<file path="config.mk">
export PLATFORM = sky130hd
export DESIGN_NAME = dice_roll_tracker
export DESIGN_NICKNAME = d
export VERILOG_FILES = /design/src/rtl/dice_pkg.sv /design/src/rtl/dice_roll_tracker_sat_add.sv /design/src/rtl/dice_roll_tracker.sv
export SDC_FILE = /design/constraint.sdc
export NUM_CORES = 1
export LEC_CHECK = 0
export ABC_AREA = 1
export CELL_PAD_IN_SITES_DETAIL_PLACEMENT = 0
export CELL_PAD_IN_SITES_GLOBAL_PLACEMENT = 1
export CORE_UTILIZATION = 37
export CTS_BUF_LIST = sky130_fd_sc_hd__clkbuf_8
export CTS_CLUSTER_DIAMETER = 30
export CTS_CLUSTER_SIZE = 25
export DETAILED_ROUTE_END_ITERATION = 12
export PLACE_DENSITY = 0.89
export SYNTH_ARGS = -nofsm -noshare
export SYNTH_HDL_FRONTEND = slang
export SYNTH_SLANG_ARGS = --single-unit
</file>
<file path="constraint.sdc">
create_clock -name clk -period 2.15 [get_ports clk]
set_input_delay 0.43 -clock clk [delete_from_list [all_inputs] [get_ports clk]]
set_output_delay 0.43 -clock clk [all_outputs]
set_load 0.005 [all_outputs]
</file>
<file path="src/rtl/dice_pkg.sv">
// Definitions shared by the electronic dice and its downstream tracker:
// throw encoding, legal face range and the tracker FSM state set.
package dice_pkg;

    localparam int THROW_W = 3;

    typedef logic [THROW_W-1:0] throw_t;

    localparam throw_t THROW_MIN = 3'd1;
    localparam throw_t THROW_MAX = 3'd6;

    typedef enum logic [1:0] {
        ST_IDLE,
        ST_ROLLING,
        ST_SETTLE,
        ST_PRESENT
    } tracker_state_t;

    function automatic logic is_valid_throw(input throw_t t);
        return (t >= THROW_MIN) && (t <= THROW_MAX);
    endfunction

endpackage

</file>
<file path="src/rtl/dice_roll_tracker_sat_add.sv">
// Unsigned adder that clamps to all-ones instead of wrapping.
module sat_add #(
    parameter int W = 8
) (
    input  logic [W-1:0] i_a,
    input  logic [W-1:0] i_b,
    output logic [W-1:0] o_sum
);

    logic [W:0] w_full;

    assign w_full = {1'b0, i_a} + {1'b0, i_b};
    assign o_sum  = w_full[W] ? {W{1'b1}} : w_full[W-1:0];

endmodule

</file>
<file path="src/rtl/dice_roll_tracker.sv">
// Captures the settled dice value after button release, presents it on a
// valid/ready handshake and keeps saturating roll-count and score totals.
module dice_roll_tracker
    import dice_pkg::*;
#(
    parameter int COUNT_W = 8,
    parameter int SUM_W   = 11
) (
    input  logic               clk,
    input  logic               rst,
    input  logic               button,
    input  logic [THROW_W-1:0] throw,
    output logic [THROW_W-1:0] result,
    output logic               result_valid,
    input  logic               result_ready,
    output logic               repeat_flag,
    output logic [COUNT_W-1:0] roll_count,
    output logic [SUM_W-1:0]   total,
    output logic               bad_throw
);

    tracker_state_t     r_state;
    tracker_state_t     w_next;
    logic [THROW_W-1:0] r_result;
    logic [THROW_W-1:0] r_last;
    logic               r_have_prev;
    logic               r_valid;
    logic               r_repeat;
    logic               r_bad;
    logic [COUNT_W-1:0] r_count;
    logic [SUM_W-1:0]   r_total;
    logic [COUNT_W-1:0] w_count_inc;
    logic [SUM_W-1:0]   w_total_inc;
    logic               w_throw_ok;
    logic               w_accept;

    assign w_throw_ok = is_valid_throw(throw);
    assign w_accept   = (r_state == ST_PRESENT) && result_ready;

    sat_add #(.W(COUNT_W)) u_count_add (
        .i_a   (r_count),
        .i_b   (COUNT_W'(1)),
        .o_sum (w_count_inc)
    );

    sat_add #(.W(SUM_W)) u_total_add (
        .i_a   (r_total),
        .i_b   (SUM_W'(r_result)),
        .o_sum (w_total_inc)
    );

    always_comb begin
        w_next = r_state;
        case (r_state)
            ST_IDLE:    if (button)       w_next = ST_ROLLING;
            ST_ROLLING: if (!button)      w_next = ST_SETTLE;
            ST_SETTLE:  w_next = w_throw_ok ? ST_PRESENT : ST_IDLE;
            ST_PRESENT: if (result_ready) w_next = ST_IDLE;
            default:    w_next = ST_IDLE;
        endcase
    end

    always_ff @(posedge clk) begin
        if (rst) begin
            r_state     <= ST_IDLE;
            r_result    <= '0;
            r_last      <= '0;
            r_have_prev <= 1'b0;
            r_valid     <= 1'b0;
            r_repeat    <= 1'b0;
            r_bad       <= 1'b0;
            r_count     <= '0;
            r_total     <= '0;
        end else begin
            r_state <= w_next;
            if (r_state == ST_SETTLE) begin
                if (w_throw_ok) begin
                    r_result <= throw;
                    r_valid  <= 1'b1;
                    r_repeat <= r_have_prev && (throw == r_last);
                end else begin
                    r_bad <= 1'b1;
                end
            end
            // Result register keeps the accepted value; only valid/repeat drop.
            if (w_accept) begin
                r_valid     <= 1'b0;
                r_repeat    <= 1'b0;
                r_last      <= r_result;
                r_have_prev <= 1'b1;
                r_count     <= w_count_inc;
                r_total     <= w_total_inc;
            end
        end
    end

    assign result       = r_result;
    assign result_valid = r_valid;
    assign repeat_flag  = r_repeat;
    assign roll_count   = r_count;
    assign total        = r_total;
    assign bad_throw    = r_bad;

endmodule
</file>
# Yosys cells after proc, flatten, opt, wreduce, memory -nomap -nowiden
# Index checks and enable logic that the tools add are counted.
# Widths: inputs -> output; s select.
word_totals:
  reg_bits: 31
  latchBits: 0
  mem_bits_rw: 0
  romBits: 0
  in_bits: 7
  word_cells: 36
  n_memories: 0
classes:
  addsub: 2
  n_mul: 0
  div: 0
  magnitude_cmp: 2
  n_eq_ne: 7
  shifts: 0
  n_mux: 7
  n_bitwise: 1
  n_reduce_logical: 8
ops:
  columns: ["operator", "count"]
  rows:
  - ["$add 11x3->12", 1]
  - ["$mux 11", 1]
  - ["$add 8x1->9 const B", 1]
  - ["$mux 2", 4]
  - ["$mux 8", 1]
  - ["$pmux 2 s4", 1]
  - ["$ne 2x2->1 const B", 3]
  - ["$eq 2x2->1 const B", 2]
  - ["$reduce_and 2->1", 2]
  - ["$eq 3x3->1", 1]
  - ["$ge 3x1->1 const B", 1]
  - ["$le 3x3->1 const B", 1]
  - ["$logic_and 1x1->1", 3]
  - ["$reduce_and 3->1", 1]
  - ["$eq 2x1->1 const B", 1]
  - ["$logic_not 2->1", 1]
  - ["$reduce_or 2->1", 1]
  - ["$not 1->1", 1]

# Longest topological paths before layout
depth:
  depth_word: 4
  mapped_depth: 9
  depth_no_buf: 9

# Cells and area by module
# From an unflattened synthesis, not the netlist that was laid out.
hier_totals:
  hier_cells: 370
  hier_area_um2: 2386.0
by_module_without_submodules:
  columns: ["mod", "n_inst", "cells_per_inst", "area_each_um2"]
  rows:
  - ["dice_roll_tracker", 1, 157, 1247.4]
  - ["sat_add (u_total_add)", 1, 139, 729.4]
  - ["sat_add (u_count_add)", 1, 74, 409.1]

# Worst setup path before layout
# OpenSTA, ideal clock, no wires.
synth_path:
  path_kind: "register to register"
  from: "register r_result[0] (netlist: result[0])"
  to: "register r_total[6] (netlist: total[6])"
  setup_time_ps: 134
  t_arrival_ps: 1454
  required_time_ps: 2016
  setup_slack_ps: 562
  path_stages_with_launch: 8
  period_less_slack_ps: 1588
  path_cell_list: "dfxtp_1 ha_1 fa_1 nand3_1 nand2_1 nand2_1 xor2_1 a21oi_1"
synth_via:
  elab_chain_cells: 2
synth_lines:
  columns: ["element", "line", "rtl"]
  rows:
  - ["start, declared", "dice_roll_tracker.sv:24", "logic [THROW_W-1:0] r_result;"]
  - ["start signal, assigned", "dice_roll_tracker.sv:78", "r_result <= throw;"]
  - ["$add 11x3->12", "dice_roll_tracker_sat_add.sv:12", "assign w_full = {1'b0, i_a} + {1'b0, i_b};"]
  - ["$mux 11", "dice_roll_tracker_sat_add.sv:13", "assign o_sum = w_full[W] ? {W{1'b1}} : w_full[W-1:0];"]
  - ["end signal, assigned", "dice_roll_tracker.sv:92", "r_total <= w_total_inc;"]
  - ["end, declared", "dice_roll_tracker.sv:31", "logic [SUM_W-1:0] r_total;"]
# Every way passes these cells.
# A chain may end at the register's enable or synchronous reset.

# Worst setup path in the final report
# Ends and elaborated chain as after synthesis.

==> results.toml <==
[synth]
seq_area_frac_synth = 0.393
synthMuxAreaShare = 0
syn_nets = 234
synthDistinctLibCells = 25
synth_top_area_cell = "dfxtp_1"
synth-compound-area-share = 0.108
synth-adder-area-share = 0.0444
syn_area_um2 = 1580
synthTopCellsByArea = "dfxtp_1, nand2_1, inv_1, a21oi_1, nand3_1"
synthCells = 222
yosys.area_share.simple = 0.319
synth-seq-cells = 31
synth-xor-area-share = 0.0444
yosys_warnings = 0
synth_top_family_by_area = "simple AND/OR/NAND/NOR gates"
synthDominantCellAreaShare = 0.393
syn_area_per_cell_um2 = 7.11

[drt]
post_drt_wl_per_cell_um = 11.1
dr_total_vias = 1473
wirelength_mm = 3.42
drc_errors = 0
via_per_inst = 4.77
drt_iter0_drc = 62
firstDrtPassIters = 4
final_antenna_net_count = 0

[placement]
port_buffers = 31
placedCellCount = 301
place_ws_ns = 0.247
gp_congestion = 0.787
hpwl_mm = 2.48

[sta]
worst_slack_ns = 0.384
post-route-min-period_ns = 1.77
worstMarginPinSlew_ns = 0.420
finalHoldViolCount = 0
rsz0062_at_grt = "no"
finalSetupTns_ns = 0
slew_violations = 0
fmax_mhz = 566
slew_headroom = 0.719
finalSetupViolations = 0
fin_worst_skew_ns = 0.00615
holdWs_ns = 0.457
min_period_over_period = 0.821

[critical_path]
cpMaxStageDelayCell = "fa_1"
cp-end-kind = "flop"
cp_slowest_stage_delay_ns = 0.41
crit_required_ns = 2.31
cp.arrival_ns = 1.93
cp.depth = 7
worstRegToRegCells = 7
cp-start-kind = "flop"
worstPathCellList = "ha_1, fa_1, nand3_1, nand2_1, nand2_1, xor2_1, a21oi_1"
cp_common_cell = "nand2_1"
cp_max_fo = 7
path_delay_family = "adder cells"
path_class = "reg -> reg"
critPathBufInv = 0

[clock_tree]
cts_tree = "done"
clock-sinks = 31
cts_setup_buffers = 0
htree_levels = 2
cts_inserted_buffers = 5
cts_resized = 0
root_buffer = "clkbuf_8"
clk_latency_ns = 0.28
hold_buffers = 0
clk_pin_slew_worst_paths_ns = 0.06
clk_path_buf_depth = 2

[floorplanning]
fp.dieW_um = 67.3
rows = 23
initial_core_util = 0.389
die_y_um = 67.3
io_pins = 32
core_area_um2 = 4060
die_area_um2 = 4530

[pwr]
internal_power_uw = 844
vdd.ir_drop.worst_uv = 182
p_clk_frac = 0.386
power_frac_comb = 0.075
p_switching_uw = 265
pwr_density_cell_nw_per_um2 = 548
seqPwrFrac = 0.539
swShare = 0.239
p_leak_uw = 0.000839

[hold_path]
min_path_cells = 2
min_path_type = "reg -> reg"

[cells_and_area]
num_antenna_cells = 0
drive_above_1_share = 0.0811
layout.nets = 270
post_layout_nonfiller_instances = 309
areaGrowthSynthToFinish_pct = 28.2

[grt]
track_usage = 0.173
first_global_vias = 1283
overflow = 0
grt_max_degree = 18
antenna_found_initial = 0
grt_pass1_wl_mm = 5.83

[status]
status = "finished, final reports clean"

[job]
maxCapViolCount = 0
-- cell type report --
class                      instances  area [um^2]
fill                             404         2030
multi-input combinational        156          815
sequential                        31          621
timing repair buffer              34          333
inverter                          30          113
clock buffer                       5         68.8
tap                               50         62.6
clock inverter                     3         12.5
-- routing by layer --
| layer | routed length [um] | share of wire | global-route usage | vias up |
|---|---|---|---|---|
| met2 | 1500 | 0.44 | 0.265 | 30 |
| li1 | - | - | - | 781 |
| met5 | 0 | 0 | 0 | - |
| met3 | 145 | 0.042 | 0.0355 | 7 |
| met1 | 1710 | 0.50 | 0.227 | 655 |
| met4 | 69 | 0.020 | 0.0878 | 0 |
-- per-stage QoR --
stage,util,power [uW],area (um^2)
2_1_floorplan,-,654,1580
3_3_place_gp,0.479,693,1940
3_5_place_dp,0.479,694,1940
4_1_cts,0.499,1130,2020
5_1_grt,0.499,1160,2020
6_report,0.499,1110,2020
-- power by group through the flow --
stage          sequential, uW  combinational, uW  clock (uW)
2_1_floorplan             609               45.2           0
3_3_place_gp              610               82.3           0
3_5_place_dp              611               83.1           0
4_1_cts                   598               83.5         445
5_1_grt                   599               93.0         469
6_report                  598               82.8         428
-- state kept, by name, indices dropped and copies added, names as in the netlist --
signal,count
total,11
roll_count,8
r_last,3
result,3
r_state,2
bad_throw,1
r_have_prev,1
repeat_flag,1
result_valid,1
-- worst reg2reg max path, stage by stage (launching register included) --
cell and delay, ns:
dfxtp_1 0.35, ha_1 0.27, fa_1 0.41, nand3_1 0.10, nand2_1 0.17, nand2_1 0.13
xor2_1 0.15, a21oi_1 0.08
-- cell usage in the layout (no fill, tap or decap), types with 3 or more instances in the layout --
| cell | Yosys | final |
|---|---|---|
| a31oi_1 | 5 | 5 |
| nand3_1 | 17 | 17 |
| clkdlybuf4s50_1 | 0 | 31 |
| nand2_1 | 61 | 61 |
| nand2_2 | 4 | 4 |
| xnor2_1 | 3 | 3 |
| a21oi_1 | 19 | 19 |
| inv_1 | 28 | 30 |
| nand4_1 | 6 | 6 |
| o21ai_0 | 4 | 4 |
| clkbuf_8 | 0 | 5 |
| dfxtp_1 | 31 | 31 |
| nand3b_1 | 3 | 3 |
| xor2_1 | 5 | 5 |
| buf_4 | 1 | 3 |
| ha_1 | 4 | 4 |
| nor2_1 | 16 | 16 |
-- cells in the mapped netlist --
library cell  instances
inv_2                 2
xnor2_1               3
o21a_1                2
nand3_1              17
nor2_1               16
nand2_2               4
nor2_4                2
o21ai_0               4
buf_6                 1
a21oi_1              19
nor2_2                2
nand2_1              61
inv_1                28
ha_1                  4
nand4_1               6
a31oi_1               5
xor2_1                5
nand3_2               1
buf_4                 1
a21oi_2               1
buf_2                 1
fa_1                  1
clkbuf_1              2
dfxtp_1              31
nand3b_1              3
-- cell families after synthesis --
kind of cell	count (synthesis)
xor+xnor	8
fa+ha+maj	5
buf+inv	35
simple gates	112
compound gates	31
flops	31
-- path summary, 6_finish.rpt --
| path | from | slack, ns | to |
|---|---|---|---|
| setup reg to reg | result[0] | 0.38 | total[6] |
| setup / recovery | result[0] | 0.38 | total[6] |
| hold reg to reg | roll_count[6] | 0.46 | roll_count[6] |
| hold / removal | roll_count[6] | 0.46 | roll_count[6] |
(Power assumes the default switching activity.)
